--- src/rtl/popcount_sequencer_if.sv ---
// rtl/popcount_sequencer_if.sv - word-in / count-out handshake bundle for popcount_sequencer
interface popcount_sequencer_if #(
  parameter int WORD_WIDTH  = 64,
  parameter int COUNT_WIDTH = 7
);
  logic [WORD_WIDTH-1:0]  word_in;
  logic                   word_valid_in;
  logic                   word_ready_out;
  logic [COUNT_WIDTH-1:0] count_out;
  logic                   count_valid_out;
  logic                   count_ready_in;
  logic                   busy_out;

  modport slave (
    input  word_in, word_valid_in, count_ready_in,
    output word_ready_out, count_out, count_valid_out, busy_out
  );

  modport master (
    output word_in, word_valid_in, count_ready_in,
    input  word_ready_out, count_out, count_valid_out, busy_out
  );
endinterface

--- src/rtl/popcount_sequencer.sv ---
// rtl/popcount_sequencer.sv - chunk-serial popcount of a wide word through one shared count_ones
// Optional early exit on an all-zero remainder is enabled by defining POPCOUNT_EARLY_EXIT_EN.
module count_ones #(
  parameter int WIDTH     = 8,
  parameter int OUT_WIDTH = 4
) (
  input  logic [WIDTH-1:0]     bits,
  output logic [OUT_WIDTH-1:0] ones
);
  always_comb begin
    ones = '0;
    for (int i = 0; i < WIDTH; i++) begin
      ones = ones + OUT_WIDTH'(bits[i]);
    end
  end
endmodule

module popcount_sequencer #(
  parameter int WORD_WIDTH  = 64,
  parameter int CHUNK_WIDTH = 8,
  parameter int COUNT_WIDTH = 7
) (
  input  logic                clk_in,
  input  logic                rst_n_in,
  popcount_sequencer_if.slave bus
);
  localparam int N           = WORD_WIDTH / CHUNK_WIDTH;
  localparam int IDX_W       = (N > 1) ? $clog2(N) : 1;
  localparam int CHUNK_CNT_W = $clog2(CHUNK_WIDTH + 1);

  typedef enum logic [1:0] {IDLE, RUN, DONE} state_t;

  state_t                 state, state_d;
  logic [WORD_WIDTH-1:0]  shreg;
  logic [COUNT_WIDTH-1:0] acc;
  logic [COUNT_WIDTH-1:0] count_q;
  logic [IDX_W-1:0]       idx;
  logic [CHUNK_CNT_W-1:0] chunk_ones;
  logic [COUNT_WIDTH-1:0] sum;
  logic                   last;
  logic                   load;
  logic                   step;

  count_ones #(
    .WIDTH    (CHUNK_WIDTH),
    .OUT_WIDTH(CHUNK_CNT_W)
  ) u_count_ones (
    .bits(shreg[CHUNK_WIDTH-1:0]),
    .ones(chunk_ones)
  );

  assign sum = acc + COUNT_WIDTH'(chunk_ones);

`ifdef POPCOUNT_EARLY_EXIT_EN
  // Stop as soon as nothing nonzero remains above the chunk being counted.
  assign last = (idx == IDX_W'(N - 1)) || ((shreg >> CHUNK_WIDTH) == '0);
`else
  assign last = (idx == IDX_W'(N - 1));
`endif

  always_ff @(posedge clk_in or negedge rst_n_in) begin
    if (!rst_n_in) begin
      state <= IDLE;
    end else begin
      state <= state_d;
    end
  end

  always_comb begin
    state_d             = state;
    load                = 1'b0;
    step                = 1'b0;
    bus.word_ready_out  = 1'b0;
    bus.count_valid_out = 1'b0;
    bus.busy_out        = 1'b0;
    case (state)
      IDLE: begin
        bus.word_ready_out = 1'b1;
        if (bus.word_valid_in) begin
          load    = 1'b1;
          state_d = RUN;
        end
      end
      RUN: begin
        bus.busy_out = 1'b1;
        step         = 1'b1;
        if (last) begin
          state_d = DONE;
        end
      end
      DONE: begin
        bus.busy_out        = 1'b1;
        bus.count_valid_out = 1'b1;
        // Ready follows the consumer so a new word can chain straight into RUN.
        bus.word_ready_out  = bus.count_ready_in;
        if (bus.count_ready_in) begin
          if (bus.word_valid_in) begin
            load    = 1'b1;
            state_d = RUN;
          end else begin
            state_d = IDLE;
          end
        end
      end
      default: state_d = IDLE;
    endcase
  end

  always_ff @(posedge clk_in or negedge rst_n_in) begin
    if (!rst_n_in) begin
      shreg   <= '0;
      acc     <= '0;
      idx     <= '0;
      count_q <= '0;
    end else if (load) begin
      shreg <= bus.word_in;
      acc   <= '0;
      idx   <= '0;
    end else if (step) begin
      shreg <= shreg >> CHUNK_WIDTH;
      acc   <= sum;
      idx   <= idx + 1'b1;
      if (last) begin
        count_q <= sum;
      end
    end
  end

  assign bus.count_out = count_q;

endmodule

--- src/flat_wrapper.sv ---
// flat-port wrapper written by rule: the top's interface ports become plain ports
module popcount_sequencer_flat 
#(
  parameter int WORD_WIDTH  = 64,
  parameter int CHUNK_WIDTH = 8,
  parameter int COUNT_WIDTH = 7
)
  (clk_in, rst_n_in, bus_word_in, bus_word_valid_in, bus_count_ready_in, bus_word_ready_out, bus_count_out, bus_count_valid_out, bus_busy_out);
  popcount_sequencer_if #(.WORD_WIDTH(WORD_WIDTH), .COUNT_WIDTH(COUNT_WIDTH)) bus_i ();
  input  logic clk_in;
  input  logic rst_n_in;
  input wire logic [$bits(bus_i.word_in)-1:0] bus_word_in;
  input wire logic [$bits(bus_i.word_valid_in)-1:0] bus_word_valid_in;
  input wire logic [$bits(bus_i.count_ready_in)-1:0] bus_count_ready_in;
  output wire logic [$bits(bus_i.word_ready_out)-1:0] bus_word_ready_out;
  output wire logic [$bits(bus_i.count_out)-1:0] bus_count_out;
  output wire logic [$bits(bus_i.count_valid_out)-1:0] bus_count_valid_out;
  output wire logic [$bits(bus_i.busy_out)-1:0] bus_busy_out;
  assign bus_i.word_in = bus_word_in;
  assign bus_i.word_valid_in = bus_word_valid_in;
  assign bus_i.count_ready_in = bus_count_ready_in;
  assign bus_word_ready_out = bus_i.word_ready_out;
  assign bus_count_out = bus_i.count_out;
  assign bus_count_valid_out = bus_i.count_valid_out;
  assign bus_busy_out = bus_i.busy_out;
  popcount_sequencer #(.WORD_WIDTH(WORD_WIDTH), .CHUNK_WIDTH(CHUNK_WIDTH), .COUNT_WIDTH(COUNT_WIDTH)) u_core (.clk_in(clk_in), .rst_n_in(rst_n_in), .bus(bus_i));
endmodule
--- config.mk ---
export PLATFORM = sky130hd
export DESIGN_NAME = popcount_sequencer_flat
export DESIGN_NICKNAME = d
export VERILOG_FILES = /design/src/rtl/popcount_sequencer_if.sv /design/src/rtl/popcount_sequencer.sv /design/src/flat_wrapper.sv
export SDC_FILE = /design/constraint.sdc
export NUM_CORES = 1
export LEC_CHECK = 0
export ABC_AREA = 1
export ABC_CLOCK_PERIOD_IN_PS = 2900
export BUFFER_PORTS_ARGS = -buffer_cell sky130_fd_sc_hd__buf_4
export CAP_MARGIN = 20
export CORE_UTILIZATION = 50
export CTS_CLUSTER_DIAMETER = 120
export DETAILED_ROUTE_END_ITERATION = 8
export GPL_ROUTABILITY_DRIVEN = 1
export PLACE_DENSITY = 0.73
export SLEW_MARGIN = 10
export SYNTH_ARGS = -nofsm -noshare
export SYNTH_HDL_FRONTEND = slang
export SYNTH_SLANG_ARGS = --single-unit
export TNS_END_PERCENT = 10
--- constraint.sdc ---
create_clock -name clk_in -period 2.9 [get_ports clk_in]
set_input_delay 0 -clock clk_in [delete_from_list [all_inputs] [get_ports clk_in]]
set_output_delay 0 -clock clk_in [all_outputs]
set_load 0.03 [all_outputs]
# Yosys cells after proc, flatten, opt, wreduce, memory -nomap -nowiden
# Cells that the tools add are included.
# op_classes
mux	18
addsub	9
bitwise	1
n_eq_ne	6
n_reduce_logical	5
# ops
cell	n
$mux 64	2
$add 4x1->4	4
$mux 7	2
$add 7x4->7	1
$mux 1	6
$mux 2	3
$mux 3	2
$pmux 2 s3	1
$reduce_and 3->1	2
$add 3x1->4	1
$ne 2x2->1 const B	2
$pmux 1 s2	2
$add 2x1->3	1
$add 3x1->3 const B	1
$eq 3x3->1 const B	1
$add 1x1->2	1
$eq 2x1->1 const B	1
$eq 2x2->1 const B	1
$logic_not 2->1	1
$ne 2x1->1 const B	1
$reduce_bool 2->1	1
$reduce_or 2->1	1
$not 1->1	1
# totals
wordCells	44
out_inout_bits	10
ff_bits	83
in_bits	68

# Logic depth before layout (Yosys ltp)
# Gate-level depths: netlist of the first run.
# depth
depth_word	10
depth_mapped	14

# By module
# A second synthesis of the first run with hierarchy kept.
# unflattened
cells_unflattened	468
hier_area_um2	4031.4
# modules_own_cells
module	area_each_um2	cells_per_inst	n_inst	seq_area_each_um2
popcount_sequencer	3829.9	439	1	2077.0
count_ones	201.4	29	1	0.0

# Worst setup path before layout of the first run
# OpenSTA, ideal clock, no wires.
# synth_timing
path_type	flip-flop to flip-flop
start	reg u_core.acc[0]
end	reg u_core.count_q[6] (netlist: u_core.bus.count_out[6])
synth_period_minus_slack_ps	3096
required_time_ps	2782
t_arrival_ps	2978
path_stages_with_launch	14
slack_ps	-196
setup_ps	118
path_cell_list	dfrtp_1 -> fa_1 -> inv_1 -> fa_1 -> fa_1 -> inv_1 -> fa_1 -> inv_1 -> fa_1 -> nand3b_1 -> nand2_1 -> nand3_1 -> nand3_1 -> nand2_1
# synth_between
elab_chain_len	1
# synth_rtl
element	line	text
from (decl)	popcount_sequencer.sv:35	logic [COUNT_WIDTH-1:0] acc;
from (signal assigned)	popcount_sequencer.sv:121	acc <= sum;
$add 7x4->7	popcount_sequencer.sv:52	assign sum = acc + COUNT_WIDTH'(chunk_ones);
to (signal assigned)	popcount_sequencer.sv:124	count_q <= sum;
to (decl)	popcount_sequencer.sv:36	logic [COUNT_WIDTH-1:0] count_q;
# No other way between the ends.
# A chain may end at the register's enable or synchronous reset.

# Worst setup path in the final report of the first run
# layout_timing
start	reg u_core.acc[0]
end	reg u_core.acc[6]
# layout_between
elab_chain_len	3
# layout_rtl
element	line	text
$add 7x4->7	popcount_sequencer.sv:52	
$mux 7	popcount_sequencer.sv:119	end else if (step) begin
$mux 7	popcount_sequencer.sv:115	end else if (load) begin
# No other way between the ends. The select of a mux whose other input is x is not followed.

==> results of run 1 <==
registers in the layout, summed over array words and instances, names as in the netlist:
signal                flops
u_core.bus.count_out      7
u_core.idx                3
u_core.acc                7
u_core.state              2
u_core.shreg             64
cells by family (layout without fill, tap and decap cells):
kind of cell,count (synthesis),in the layout,share of synthesized area [%]
DFF,83,83,51.7
xor gates and xnor gates,1,1,0.218
AOI/OAI and AO/OA,10,10,1.78
adders and majority gates,18,18,6.54
other,0,1,0
and+or+nand+nor,322,322,33.7
buffers and inverters,46,190,6.05
stage by stage:
step	setup WS [ns]	area, sq um	setup TNS (ns)
floorplan	-0.163	4020	-0.819
global placement	-0.231	4640	-1.39
detailed placement	-0.300	4640	-2.03
CTS	-0.316	5500	-1.88
global route	-0.451	5540	-3.16
finish	-0.323	5540	-1.82
critical path: stages, from the launching register on:
cell	delay, ns
dfrtp_1	0.40
fa_1	0.53
inv_1	0.05
fa_1	0.50
fa_1	0.41
inv_1	0.08
fa_2	0.21
inv_2	0.04
fa_2	0.32
nand3b_1	0.22
nand2_2	0.12
nand3_1	0.09
nand3_1	0.09
nand2_1	0.05
layout make-up:
cell class,instances,area [sq um]
clock inverter,7,57.6
antenna,1,2.50
sequential,83,2080
timing repair buffer,149,1330
clock buffer,9,124
inverter,25,93.8
multi-input combinational,351,1730
tap,102,128
fill,567,2190
power by group:
part / leakage (nW) / total, mW / internal [mW] / switching, mW
Combinational: 1.74 / 2.67 / 1.10 / 1.57
Sequential: 1.06 / 1.94 / 1.65 / 0.291
Clock: 0.0950 / 0.764 / 0.325 / 0.439
Total: 2.89 / 5.37 / 3.07 / 2.30
final timing paths:
kind	endpoint	slack, ns	cells after the start	startpoint
setup / recovery	u_core.acc[6]$_DFFE_PN0P_	-0.32	13	u_core.acc[0]$_DFFE_PN0P_
setup reg to reg	u_core.acc[6]$_DFFE_PN0P_	-0.32	13	u_core.acc[0]$_DFFE_PN0P_
max in group asynchronous	u_core.shreg[26]$_DFFE_PN0P_	2.25	3	rst_n_in
min in group clk_in	u_core.state[0]$_DFFE_PN0P_	0.06	3	bus_word_valid_in
hold / removal	u_core.shreg[61]$_DFFE_PN0P_	0.06	2	rst_n_in
hold reg to reg	u_core.shreg[62]$_DFFE_PN0P_	0.48	2	u_core.shreg[62]$_DFFE_PN0P_
placed cells by master, fill, tap and decap left out, types with 2 or more instances in the layout:
cell	n
a21oi_1	2
inv_2	2
nand3_2	2
dfrtp_1	83
nand2_1	235
fa_1	3
o31ai_1	2
buf_4	81
dlygate4sd3_1	65
fa_2	2
inv_6	4
clkinv_4	2
nor2_8	2
ha_1	13
inv_1	23
nand2_2	4
clkbuf_8	9
nand3_1	76
buf_12	2
timing repair:
action                                  in CTS  in global routing
resized for setup                            9                  2
endpoints found under the setup margin      12                 12
pin swaps                                    1                  0
hold buffers                                65                  0
hold endpoints to repair                   147                  0
Yosys cell counts (all sizes together):
cell type,instances
nand3b,1
ha,13
a21oi,3
xnor2,1
nor2,4
fa,5
nand2,239
o21ai,3
inv,25
buf,21
nand3,78
a21o,1
dfrtp,83
o21a,1
o31ai,2
routing by layer:
| layer | up-vias | track usage, % |
|---|---|---|
| li1 | 1794 | - |
| met1 | 1705 | 30.4 |
| met2 | 97 | 47.5 |
| met3 | 25 | 4.06 |
| met4 | 0 | 11.8 |
| met5 | - | 0 |
==> results.md, run 1 <==
- Number of library cell types mapped by synthesis: 22
- Post-route insts no fill: 727
- Fmax: 310 MHz
- Area of the core: 7730 sq um
- Avg Synthesized Cell Area: 8.36 sq um
- Vias in the first global route: roughly 3800
- Share of cells above drive strength 1: 18.6%
- Final worst slack: -0.323 ns
- Final number of max-transition violations: 0
- Seq/Total Area, Yosys: 51.7%
- Fin crit period: 3.22 ns
- Worst hold slack: a little under 0.06 ns
- Final Hold Vio Count: 0
- Post-Route WL: 10.0 mm
- Root buffer cell: clkbuf_8
- Drt wl/cell: 13.8 um
- Worst setup path class: reg2reg
- Top-area cell type share of the netlist area: 51.7%
- Global route overflow: 0
- Vias per cell: between 4 and 5
- Synth Net Count: about 570
- Post-CTS Setup Inserts: 0
- Crit path launch type: register
- Worst slew margin: 58.6%
- Final setup vio count: 10
- Routed Antenna Nets: 0
- Leading area contributor after synthesis: dfrtp_1
- DRC viols: 0
- Clock Tree Buf Depth: 2
- Initial Utilization: between 50 and 60%
- Hold Crit Class: in2async
- Netlist Area Pre-Place: 4020 sq um
- Overall power: 5.37 mW
- Crit path max fanout: 3
- Mapped Cells: 480
- Met3 Routed Length: 379 um
- Max-Cap Viols: 0
- Vias: between 3000 and 4000
- Largest net degree at the start of global routing: between 80 and 90
- Routability Congestion: 0.814
- CTS Buf Count: 9
- Final Cycle Share: 111%
- Initial antenna violation count: 0
- Synth Register Bits: 83
- Pwr Density: just under 1000 nW/um^2
- Met2 WL: 5.30 mm
- First-pass GRT wire length: 17.1 mm
- Worst slew pin tran: 0.621 ns
- Run status: complete, but fails checks
- Starting DRT DRC Count: roughly 160
- Tot GR Track Use: 26.2%
- Worst-skew pair later-pin latency: 0.35 ns
- Leakage power: 2.89 nW
- Peak supply drop: 0.528 mV
- Failing checks: negative setup slack
- IO buf count: 77
- Drt pass-1 iters: 4
- H-tree depth: 3
- CTS tree: yes
- Core Rows: 32
- Worst clock skew: 0.0141 ns
- Die ar.: 8390 sq um
- DR top layer: met4
- Detailed Place HPWL: 5.76 mm
- # IOs: 78
- Die H: 91.6 um
- Crit path DAT: around 3.5 ns
- Clk slew on worst S/H paths: approximately 0.09 ns
- Synth Warn #: 0
- Synth top area cells: dfrtp_1, nand2_1, nand3_1, ha_1, fa_1
- Final core utilization: between 70% and 80%
- RSZ-0062 raised after global routing: true
- CP Capture Type: register
- Metal-1 WL: 4.09 mm
- Fin nets: 705
- Dpl cells: 644
- Die width: between 90 and 100 um
- CP required: 3.13 ns
- Area Overhead vs Synth: 37.9%
- CTS Sinks: 83
No activity file was read; power rests on OpenSTA's default activity.
==> run 2: changes to the inputs <==
--- a/config.mk
+++ b/config.mk
@@ -13,7 +13,7 @@
 export CTS_CLUSTER_DIAMETER = 120
 export DETAILED_ROUTE_END_ITERATION = 8
 export GPL_ROUTABILITY_DRIVEN = 1
-export PLACE_DENSITY = 0.73
+export PLACE_DENSITY = 0.85
 export SLEW_MARGIN = 10
 export SYNTH_ARGS = -nofsm -noshare
 export SYNTH_HDL_FRONTEND = slang
==> results.md, run 2 (synthesis results as in run 1) <==
- Run status: complete, but fails checks
- Failing checks: negative setup slack
- Hold Crit Class: in2reg
- Fin area: 5570 sq um (+0.63%)
- Worst clock skew: 0.00888 ns (-0.00517 ns)
- IO buf count: 77 (unchanged)
- DRC viols: 0 (unchanged)
- Largest net degree at the start of global routing: 84 (unchanged)
- Antenna Cells: 0 (-1)
- H-tree depth: 3 (unchanged)
- Worst Hold Launch: bus_word_valid_in
- Routed Antenna Nets: 0 (unchanged)
- # IOs: 78 (unchanged)
- Setup WS pre-CTS: -0.311 ns (-0.0111 ns)
- CTS Sinks: 83 (unchanged)
- Die H: 91.6 um (unchanged)
- Largest Register: u_core.shreg
- Final Hold Vio Count: 0 (unchanged)
- Fin crit period: 3.19 ns (-0.0344 ns)
- Starting DRT DRC Count: 262 (+68%)
- Clk slew on worst S/H paths: 0.08 ns (about the same)
- RSZ-0062 raised after global routing: true
- Global route overflow: 0 (unchanged)
- R2R Path Start: u_core.acc[0]$_DFFE_PN0P_
- Share of cells above drive strength 1: 18.2% (-0.42 points)
- First-pass GRT wire length: 18.5 mm (+8.3%)
- Worst hold slack: 0.0991 ns (+0.0413 ns)
- Drt wl/cell: 15.1 um (+9.6%)
- Final setup vio count: 11 (+1)
- Worst-skew pair later-pin latency: 0.35 ns (about the same)
- Minimum setup slack among reg-to-reg paths: -0.29 ns (+0.03 ns)
- Crit path launch type: register
- Post-CTS Setup Inserts: 0 (unchanged)
- CP Capture Type: register
- Peak supply drop: 0.520 mV (-1.5%)
- Worst Hold End: u_core.state[0]$_DFFE_PN0P_
- Initial antenna violation count: 0 (unchanged)
- Fmax: 314 MHz (+1.1%)
- Area Overhead vs Synth: 38.8%
- Final worst slack: -0.289 ns (+0.0344 ns)
- CTS Buf Count: 9 (unchanged)
- Max-Cap Viols: 0 (unchanged)
- Vias: 3794 (+4.8%)
- Root buffer cell: clkbuf_8
- Worst slew margin: 65.4% (+6.8 points)
- Most common cell after layout, fill and taps aside: nand2_1
- Vias per cell: 5.24 (+5.2%)
- FF-to-FF path depth: 14 (+1)
- Worst setup path class: reg2reg
- Fin nets: 704 (-0.14%)
- Routability Congestion: 0.812 (-0.16%)
- Final number of max-transition violations: 0 (unchanged)
- Largest register FFs: 64 (unchanged)
- Depth of the worst hold-timing path: 3
- Detailed Place HPWL: 6.14 mm (+6.6%)
- Most frequent cells in the layout: nand2_1, dfrtp_1, buf_4
- Area of the core: 7730 sq um (unchanged)
- Leakage power: 2.90 nW (+0.34%)
- Clock Tree Buf Depth: 2 (unchanged)
- Die ar.: 8390 sq um (unchanged)
- Tot GR Track Use: 28.6% (+2.4 points)
- Initial Utilization: 52.0% (unchanged)
- Drt pass-1 iters: 4 (unchanged)
- Vias in the first global route: 3925 (+2.7%)
- Placed standard-cell area: 4640 sq um (-0.16%)
- Final Cycle Share: 110% (-1.2 points)
- Fillers: 538 (-5.1%)
- Die width: 91.6 um (unchanged)
- Final core utilization: 72.1% (+0.45 points)
- Post-Route WL: 11.0 mm (+9.1%)
- R2r endpoint: u_core.acc[6]$_DFFE_PN0P_
- Crit path DAT: 3.47 ns (about the same)
- Core Rows: 32 (unchanged)
- CTS tree: yes
- CP required: 3.18 ns (+0.05 ns)
- Worst slew pin tran: 0.519 ns (-0.102 ns)
- Crit path max fanout: 3 (unchanged)
- Pwr Density: 1030 nW/um^2 (+6.1%)
## run 2: changes by cell type in the layout (fill, tap and decap cells not counted), moves of 2 or more
cell	delta
clkbuf_8	+3
inv_6	-3
bufinv_16	+2
clkinv_4	-2
## run 2: per-layer routing
layer  vias up  track usage, %  wire (um)
li1       1780               -          -
met3        24            6.22        590
met5         -               0          0
met2       150            51.2       5960
met1      1840            33.5       4150
met4         0            10.6        263
## run 2: area by class of cell
cell class	instances	area (sq um)	share of cell area, %
Tap cell	102	128	2.29
Clock inverter	3	68.8	1.23
Clock buffer	12	165	2.96
Multi-Input combinational cell	351	1720	30.9
Inverter	25	93.8	1.68
Sequential cell	83	2080	37.3
Timing Repair Buffer	148	1320	23.7
## run 2: repair_timing
action | CTS | global route
endpoints found under the hold margin | 147 | 0
setup endpoints to repair | 12 | 12
pin swaps | 1 | 0
hold buffers | 65 | 0
resized for setup | 6 | 4
## run 2: how the worst max path moves through the flow
stage,start,endpoint,slack [ns],cells past startpoint
3_3_place_gp,u_core.acc[0]$_DFFE_PN0P_,u_core.acc[6]$_DFFE_PN0P_,-0.22,14
5_1_grt,u_core.acc[0]$_DFFE_PN0P_,u_core.acc[6]$_DFFE_PN0P_,-0.45,14
6_report,u_core.acc[0]$_DFFE_PN0P_,u_core.acc[6]$_DFFE_PN0P_,-0.29,14
2_1_floorplan,u_core.acc[0]$_DFFE_PN0P_,u_core.bus.count_out[6]$_DFFE_PN0P_,-0.16,14
3_5_place_dp,u_core.acc[0]$_DFFE_PN0P_,u_core.bus.count_out[1]$_DFFE_PN0P_,-0.31,9
4_1_cts,u_core.acc[0]$_DFFE_PN0P_,u_core.acc[6]$_DFFE_PN0P_,-0.32,13
## run 2: worst max-delay path: stages (launching register included)
cell,delay [ns]
dfrtp_1,0.41
fa_1,0.54
inv_1,0.05
fa_1,0.49
fa_1,0.43
inv_2,0.07
fa_2,0.20
inv_2,0.04
fa_2,0.34
nand3b_1,0.20
nand2_2,0.10
nand2_1,0.05
nand2_1,0.07
nand3_1,0.07
nand2_1,0.08
## run 2: metrics by stage
| step | power, mW | std cells | setup TNS, ns |
|---|---|---|---|
| 2_1_floorplan | 3.79 | 480 | -0.819 |
| 3_3_place_gp | 4.26 | 643 | -1.31 |
| 3_5_place_dp | 4.43 | 643 | -2.06 |
| 4_1_cts | 5.64 | 723 | -1.99 |
| 5_1_grt | 6.18 | 724 | -3.89 |
| 6_report | 5.74 | 724 | -1.96 |
## run 2: power breakdown
part	switching, mW	total (mW)	leakage (nW)	internal (mW)
clock	0.411	0.965	0.119	0.555
sequential	0.300	1.95	1.06	1.65
combinational	1.69	2.82	1.72	1.13
total	2.40	5.74	2.90	3.33
